## src/rtl/pipe_if_stage.sv

```systemverilog
// Instruction fetch stage of a five-stage pipeline: the program counter,
// next-PC selection and the IF/ID pipeline register, plus counters for
// instructions accepted into decode and load-use stall cycles.
//
// Each edge falls into one of four cases, highest priority first:
//   reset  - everything to zero, first fetch after release is from 0x0
//   hold   - wpcir = 0: PC and IF/ID frozen, stall counter advances
//   flush  - bubble = 0: PC takes the new target, IF/ID loads a nop
//   normal - PC takes the selected next PC, IF/ID loads {pc+4, ins}
// Instruction memory is combinational, so ins belongs to the current pc
// and fetch-to-decode latency is exactly one cycle. Every output is a
// flop, so there is no combinational path from any input to any output.

module pipe_if_stage (
    input  logic        clock,
    input  logic        reset,
    input  logic        wpcir,
    input  logic        bubble,
    input  logic [1:0]  pcsource,
    input  logic [31:0] bpc,
    input  logic [31:0] ra,
    input  logic [31:0] jpc,
    input  logic [31:0] ins,
    output logic [31:0] pc,
    output logic [31:0] dpc4,
    output logic [31:0] dinst,
    output logic        dvalid,
    output logic [31:0] fetch_cnt,
    output logic [31:0] stall_cnt
);

    // Encoding of the next-PC select coming from decode.
    typedef enum logic [1:0] {
        SEL_PC4 = 2'b00,
        SEL_BR  = 2'b01,
        SEL_JR  = 2'b10,
        SEL_J   = 2'b11
    } pc_sel_e;

    // The nop injected into IF/ID when a taken control transfer squashes
    // the instruction that was being fetched alongside it.
    localparam logic [31:0] NOP = 32'h0000_0000;

    logic [31:0] pc4;
    logic [31:0] next_pc;

    // Sequential address and next-PC mux; targets pass through unmodified,
    // with no alignment check, and pc+4 wraps naturally at 2^32.
    always_comb begin
        // NOTE: every signal driven here gets a default before the case so
        // that no path leaves it unassigned, which would infer a latch.
        next_pc = 32'h0000_0000;
        pc4     = pc + 32'd4;
        unique case (pc_sel_e'(pcsource))
            SEL_PC4: next_pc = pc4;
            SEL_BR:  next_pc = bpc;
            SEL_JR:  next_pc = ra;
            SEL_J:   next_pc = jpc;
            default: next_pc = pc4;
        endcase
    end

    // PC, IF/ID register and counters: reset > hold > flush > normal.
    always_ff @(posedge clock) begin
        // NOTE: all state here uses non-blocking assignments so every
        // register samples the pre-edge values of the others (pc4 and
        // next_pc are derived from the old pc, not the one being written).
        if (reset) begin
            pc        <= 32'h0000_0000;
            dpc4      <= 32'h0000_0000;
            dinst     <= 32'h0000_0000;
            dvalid    <= 1'b0;
            fetch_cnt <= 32'h0000_0000;
            stall_cnt <= 32'h0000_0000;
        end else if (!wpcir) begin
            // Load-use hold: pcsource and bubble are ignored; decode
            // re-evaluates the branch once the stall clears.
            stall_cnt <= stall_cnt + 32'd1;
        end else if (!bubble) begin
            // Taken control transfer: redirect and squash the wrong-path
            // instruction. Neither counter moves.
            pc     <= next_pc;
            dpc4   <= 32'h0000_0000;
            dinst  <= NOP;
            dvalid <= 1'b0;
        end else begin
            pc        <= next_pc;
            dpc4      <= pc4;
            dinst     <= ins;
            dvalid    <= 1'b1;
            fetch_cnt <= fetch_cnt + 32'd1;
        end
    end

endmodule

```

## config.mk

```make
export PLATFORM = sky130hd
export DESIGN_NAME = pipe_if_stage
export DESIGN_NICKNAME = d
export VERILOG_FILES = /design/src/rtl/pipe_if_stage.sv
export SDC_FILE = /design/constraint.sdc
export NUM_CORES = 1
export LEC_CHECK = 0
export ABC_AREA = 0
export ABC_CLOCK_PERIOD_IN_PS = 2670
export CAP_MARGIN = 25
export CORE_MARGIN = 4
export CORE_UTILIZATION = 45
export CTS_CLUSTER_SIZE = 40
export DETAILED_ROUTE_END_ITERATION = 10
export HOLD_SLACK_MARGIN = 0.05
export PLACE_DENSITY = 0.78
export SLEW_MARGIN = 20
export SYNTH_ARGS = -nofsm -noshare
export SYNTH_HDL_FRONTEND = slang
export SYNTH_SLANG_ARGS = --single-unit
```

## constraint.sdc

```tcl
create_clock -name clock -period 2.67 [get_ports clock]
set_input_delay 0.267 -clock clock [delete_from_list [all_inputs] [get_ports clock]]
set_output_delay 0.267 -clock clock [all_outputs]
set_load 0.01 [all_outputs]
```

* Word level (Yosys, flattened, before mapping)
Index checks and enable logic that the tools add are counted.
** Word-level totals
- Register bits :: 161
** Operators by class
- $add $sub $neg :: 3
- Reductions and logical operators :: 2
- Mux-type cells :: 4
- Eq/ne operators :: 3
** Operator list (number)
- case mux 32 bit (4 select lines) :: 1
- adder 32 x 1 -> 32 bit (second input constant) :: 2
- two-way mux 32 bit :: 2
- adder 32 x 3 -> 32 bit (second input constant) :: 1
- equality test 2 bit (second input constant) :: 2
- equality test 2 x 1 -> 1 bit (second input constant) :: 1
- zero test 2 bit :: 1
- AND reduction 2 bit :: 1
- two-way mux 1 bit :: 1

* Logic depth before layout (Yosys ltp)
- Depth in word-level cells :: 2
- Mapped depth :: 8

* Worst setup path before layout
Ideal clock, no wire load.
- Path type :: reg-to-reg
- Start point :: reg pc[2]
- End point :: reg pc[18]
- Slack :: 0.530 ns
- Path buffers :: 1
- Arrival :: 2.023 ns
- Period minus slack after synthesis :: 2.140 ns
- Cell stages (with the launch flop) :: 8
- Cells stage by stage :: dfxtp_1 ha_1 nand3_1 or4_1 buf_2 nor2_1 o21ai_0 a32o_1
** Between the ends
- Longest elaborated chain between the ends :: 2
** Ends and longest elaborated chain
- from (decl) :: line 24 : output logic [31:0] pc,
- from (signal assigned) :: line 82 : pc <= next_pc;
- from (signal assigned) :: line 87 : pc <= next_pc;
- adder 32 x 3 -> 32 bit :: line 53 : pc4 = pc + 32'd4;
- case mux 32 bit (4 select lines) :: line 54 : unique case (pc_sel_e'(pcsource))
No other way between the ends.
A chain may end at the register's enable or synchronous reset.

* Final worst setup path
- Start point :: reg pc[2]
- End point :: reg pc[24]
The elaborated chain is that of the path after synthesis.

==> results.py <==
metrics = {
    "timing": {
        "hold_violations": 0,
        "fin_skew_ns": 0.01132,
        "setup_viol_count_final": 0,
        "rsz0062_at_grt": "no",
        "finalCriticalPeriod_ns": 2.321,
        "worstMarginPinSlew_ns": 0.8306,
        "fin_crit_sh_pct": 86.94,
        "layout_setup_ws_ns": 0.3487,
        "holdWs_ns": 0.3215,
        "relSlewSlack_pct": 44.42,
        "tns_ns": 0,
        "drv_slew": 0,
        "fmax_ghz": 0.4308,
    },
    "critical_path": {
        "critical_path_arrival_ns": 2.65,
        "crit_type": "flip-flop to flip-flop",
        "crit_slowest_cell": "or4_1",
        "cpLargestDelayFamily": "simple AND/OR/NAND/NOR gates",
        "crit_chain": "ha_1 > nand3_1 > or4_1 > nor4_4 > a222oi_1 > o32ai_1",
        "crit_required_ns": 2.99,
        "slowest_delay_ns": 0.71,
        "end_kind": "flip-flop",
        "path_buf_inv": 0,
        "path_max_fanout": 6,
        "startpoint_type": "flip-flop",
    },
    "finish": {
        "area_growth_pct": 47.63,
        "utilization_pct": 68.73,
        "nNetsFinal": 1296,
        "fill_cells": 1398,
        "layout-drive-gt1-share_pct": 8.703,
        "diodes": 0,
    },
    "clocking": {
        "root_buffer": "clkbuf_16",
        "cts_resized": 0,
        "cts_max_level": 4,
        "cts_setup_buffers": 0,
        "cts_buffers": 17,
        "cts_tree": "yes",
        "cts-hold-fix-buffers": 0,
        "insertion_delay_ns": 0.42,
        "clockBufferDepth": 2,
        "clock_sinks": 161,
        "clk_pin_slew_ns": 0.06,
    },
    "global_routing": {
        "antenna_found_initial": 0,
        "grt_max_degree": 59,
        "track_usage_pct": 26.57,
        "grt_pass1_wl_mm": 41.80,
        "grt-ovfl-total": 0,
        "first_global_vias": 7601,
    },
    "routing": {
        "vias": 7844,
        "dr.pass1.iters": 5,
        "detail-route-antenna-nets": 0,
        "vias_per_cell": 5.635,
        "dr.first_iter.drc_count": 584,
        "routed_wl_mm": 26.79,
        "detail_route.wl_per_cell_um": 19.24,
        "post-route-drc-count": 0,
    },
    "yosys": {
        "yosysTopAreaCell": "dfxtp_1",
        "synthTopCellsByArea": "dfxtp_1 41%, nor2_1 6.7%, xnor2_1 6.5%, a22oi_1 5.4%, a22o_1 3.3%",
        "synthesis.area_um2": 7802,
        "synth_fp_nets": 1022,
        "synth_async_sr_flop_share_pct": 0,
        "synth_seq_cells": 161,
        "synth.avg_cell_area_um2": 8.816,
        "seq_area_frac_synth_pct": 41.31,
        "syn_inst": 885,
        "synth_top_cell_area_share_pct": 41.31,
        "synth_cell_type_count": 50,
        "synth-edff-count": 0,
        "ys_warn_count": 0,
        "synth_ff_type": "dfxtp_1",
    },
    "power_and_ir_drop": {
        "power_frac_seq_pct": 44.5,
        "power_density_nw_per_um2": 496.9,
        "internal_power_uw": 4243,
        "p_sw_uw": 1480,
        "sw_frac_of_total_pct": 25.86,
        "pwr-share-clk_pct": 41.3,
        "power_uw": 5723,
        "combPwrFrac_pct": 14.2,
        "ir_worst_vdd_uv": 459.1,
        "p_leak_uw": 0.004116,
    },
    "floorplanning": {
        "fp.dieArea_um2": 19510,
        "core-area_um2": 16760,
        "die_h_um": 139.7,
        "rows": 47,
        "io_pins": 295,
        "start_util_pct": 46.55,
        "die_x_um": 139.7,
    },
    "placed_design": {
        "gp_congestion": 0.8947,
        "numPortBuffers": 294,
        "place_hpwl_mm": 20.10,
        "place_ws_ns": 0.3700,
    },
    "outcome": {
        "outcome": "completed",
    },
    "job": {
        "max_cap_violations": 0,
    },
    "hold_path": {
        "hold_path.class": "input pin to flip-flop",
    },
}
[metrics by stage]
stage               cells  cell area, µm²
CTS                  1392           11520
finish               1392           11520
detailed placement   1360           10950
floorplan             885            7802
global route         1392           11520
global placement     1360           10950
[flip-flops by register name, indices dropped and copies added, names as in the netlist]
name and flops:
dinst 32, dpc4 32, dvalid 1, fetch_cnt 32, pc 32, stall_cnt 32
[layer usage]
metal / track usage [%] / up-vias / wire (µm)
met3: 7.376 / 41 / 2028
met2: 45.19 / 339 / 13040
met5: 0 / - / 0
li1: - / 3763 / -
met1: 32.66 / 3701 / 10960
met4: 8.618 / 0 / 768
[worst min-delay path: cells and delay by family]
| family | cells | cell delay (ns) |
|---|---|---|
| buffers and inverters | 1 | 0.16 |
| AO/OA/AOI/OAI | 1 | 0.05 |
| AND/OR/NAND/NOR | 2 | 0.20 |
[final timing paths]
kind / startpoint / endpoint / slack (ns) / cells past startpoint
setup / recovery: pc[2] / pc[24] / 0.35 / 6
hold / removal: wpcir / fetch_cnt[1] / 0.32 / 4
setup reg to reg: pc[2] / pc[24] / 0.35 / 6
hold reg to reg: dpc4[5] / dpc4[5] / 0.48 / 2
[kinds of logic after synthesis]
group	after synthesis	synth area share (%)
and+or+nand+nor	343	22.31
AOI/OAI and AO/OA	176	16.45
adders and majority gates	3	0.4811
DFF	161	41.31
buffers and inverters	79	3.881
xor gates and xnor gates	85	9.541
muxes	38	6.030
[layout by cell type (no fill, tap or decap), types with 13 or more instances in the layout]
| cell | Yosys | layout |
|---|---|---|
| a21oi_1 | 21 | 21 |
| a22o_1 | 29 | 29 |
| a22oi_1 | 56 | 56 |
| and3_1 | 14 | 14 |
| buf_4 | 0 | 27 |
| clkbuf_16 | 0 | 17 |
| clkdlybuf4s50_1 | 0 | 290 |
| dfxtp_1 | 161 | 161 |
| inv_1 | 14 | 13 |
| mux2_2 | 22 | 22 |
| nand2_1 | 37 | 37 |
| nand3_1 | 39 | 39 |
| nand4_1 | 31 | 31 |
| nor2_1 | 139 | 139 |
| nor3_1 | 20 | 20 |
| nor4_1 | 21 | 21 |
| o21ai_0 | 22 | 22 |
| xnor2_1 | 58 | 58 |
| xor2_1 | 27 | 27 |
[Yosys cell counts (2+ instances only)]
| cell type | number |
|---|---|
| a211oi_1 | 4 |
| a21o_1 | 9 |
| a21oi_1 | 21 |
| a221o_1 | 3 |
| a221oi_1 | 2 |
| a22o_1 | 29 |
| a22oi_1 | 56 |
| a31oi_1 | 7 |
| a32o_1 | 6 |
| and2_1 | 4 |
| and3_1 | 14 |
| and4_1 | 10 |
| buf_1 | 5 |
| buf_2 | 5 |
| clkbuf_1 | 55 |
| dfxtp_1 | 161 |
| ha_1 | 3 |
| inv_1 | 14 |
| mux2_2 | 22 |
| mux2i_1 | 11 |
| mux4_2 | 5 |
| nand2_1 | 37 |
| nand2b_1 | 2 |
| nand3_1 | 39 |
| nand4_1 | 31 |
| nor2_1 | 139 |
| nor2b_1 | 4 |
| nor3_1 | 20 |
| nor4_1 | 21 |
| nor4_4 | 3 |
| o211ai_1 | 3 |
| o21ai_0 | 22 |
| o31ai_1 | 5 |
| o41ai_1 | 3 |
| or2_2 | 3 |
| or3_1 | 7 |
| or4_1 | 4 |
| xnor2_1 | 58 |
| xor2_1 | 27 |
[cell type report]
class / instances / area, µm² / area share [%]
timing repair buffer: 320 / 3120 / 27.09
tap: 220 / 275.3 / 2.390
inverter: 14 / 52.55 / 0.4562
clock buffer: 19 / 442.9 / 3.845
clock inverter: 13 / 126.4 / 1.097
sequential: 161 / 3223 / 27.98
multi-input combinational: 645 / 4278 / 37.14
[power groups by stage]
stage	combinational [µW]	sequential, µW	clock, µW
2_1_floorplan	320	2620	0
3_3_place_gp	797	2590	0
3_5_place_dp	808	2600	0
4_1_cts	812	2550	2400
5_1_grt	870	2560	2500
6_report	812	2550	2360
(Power assumes the default switching activity.)
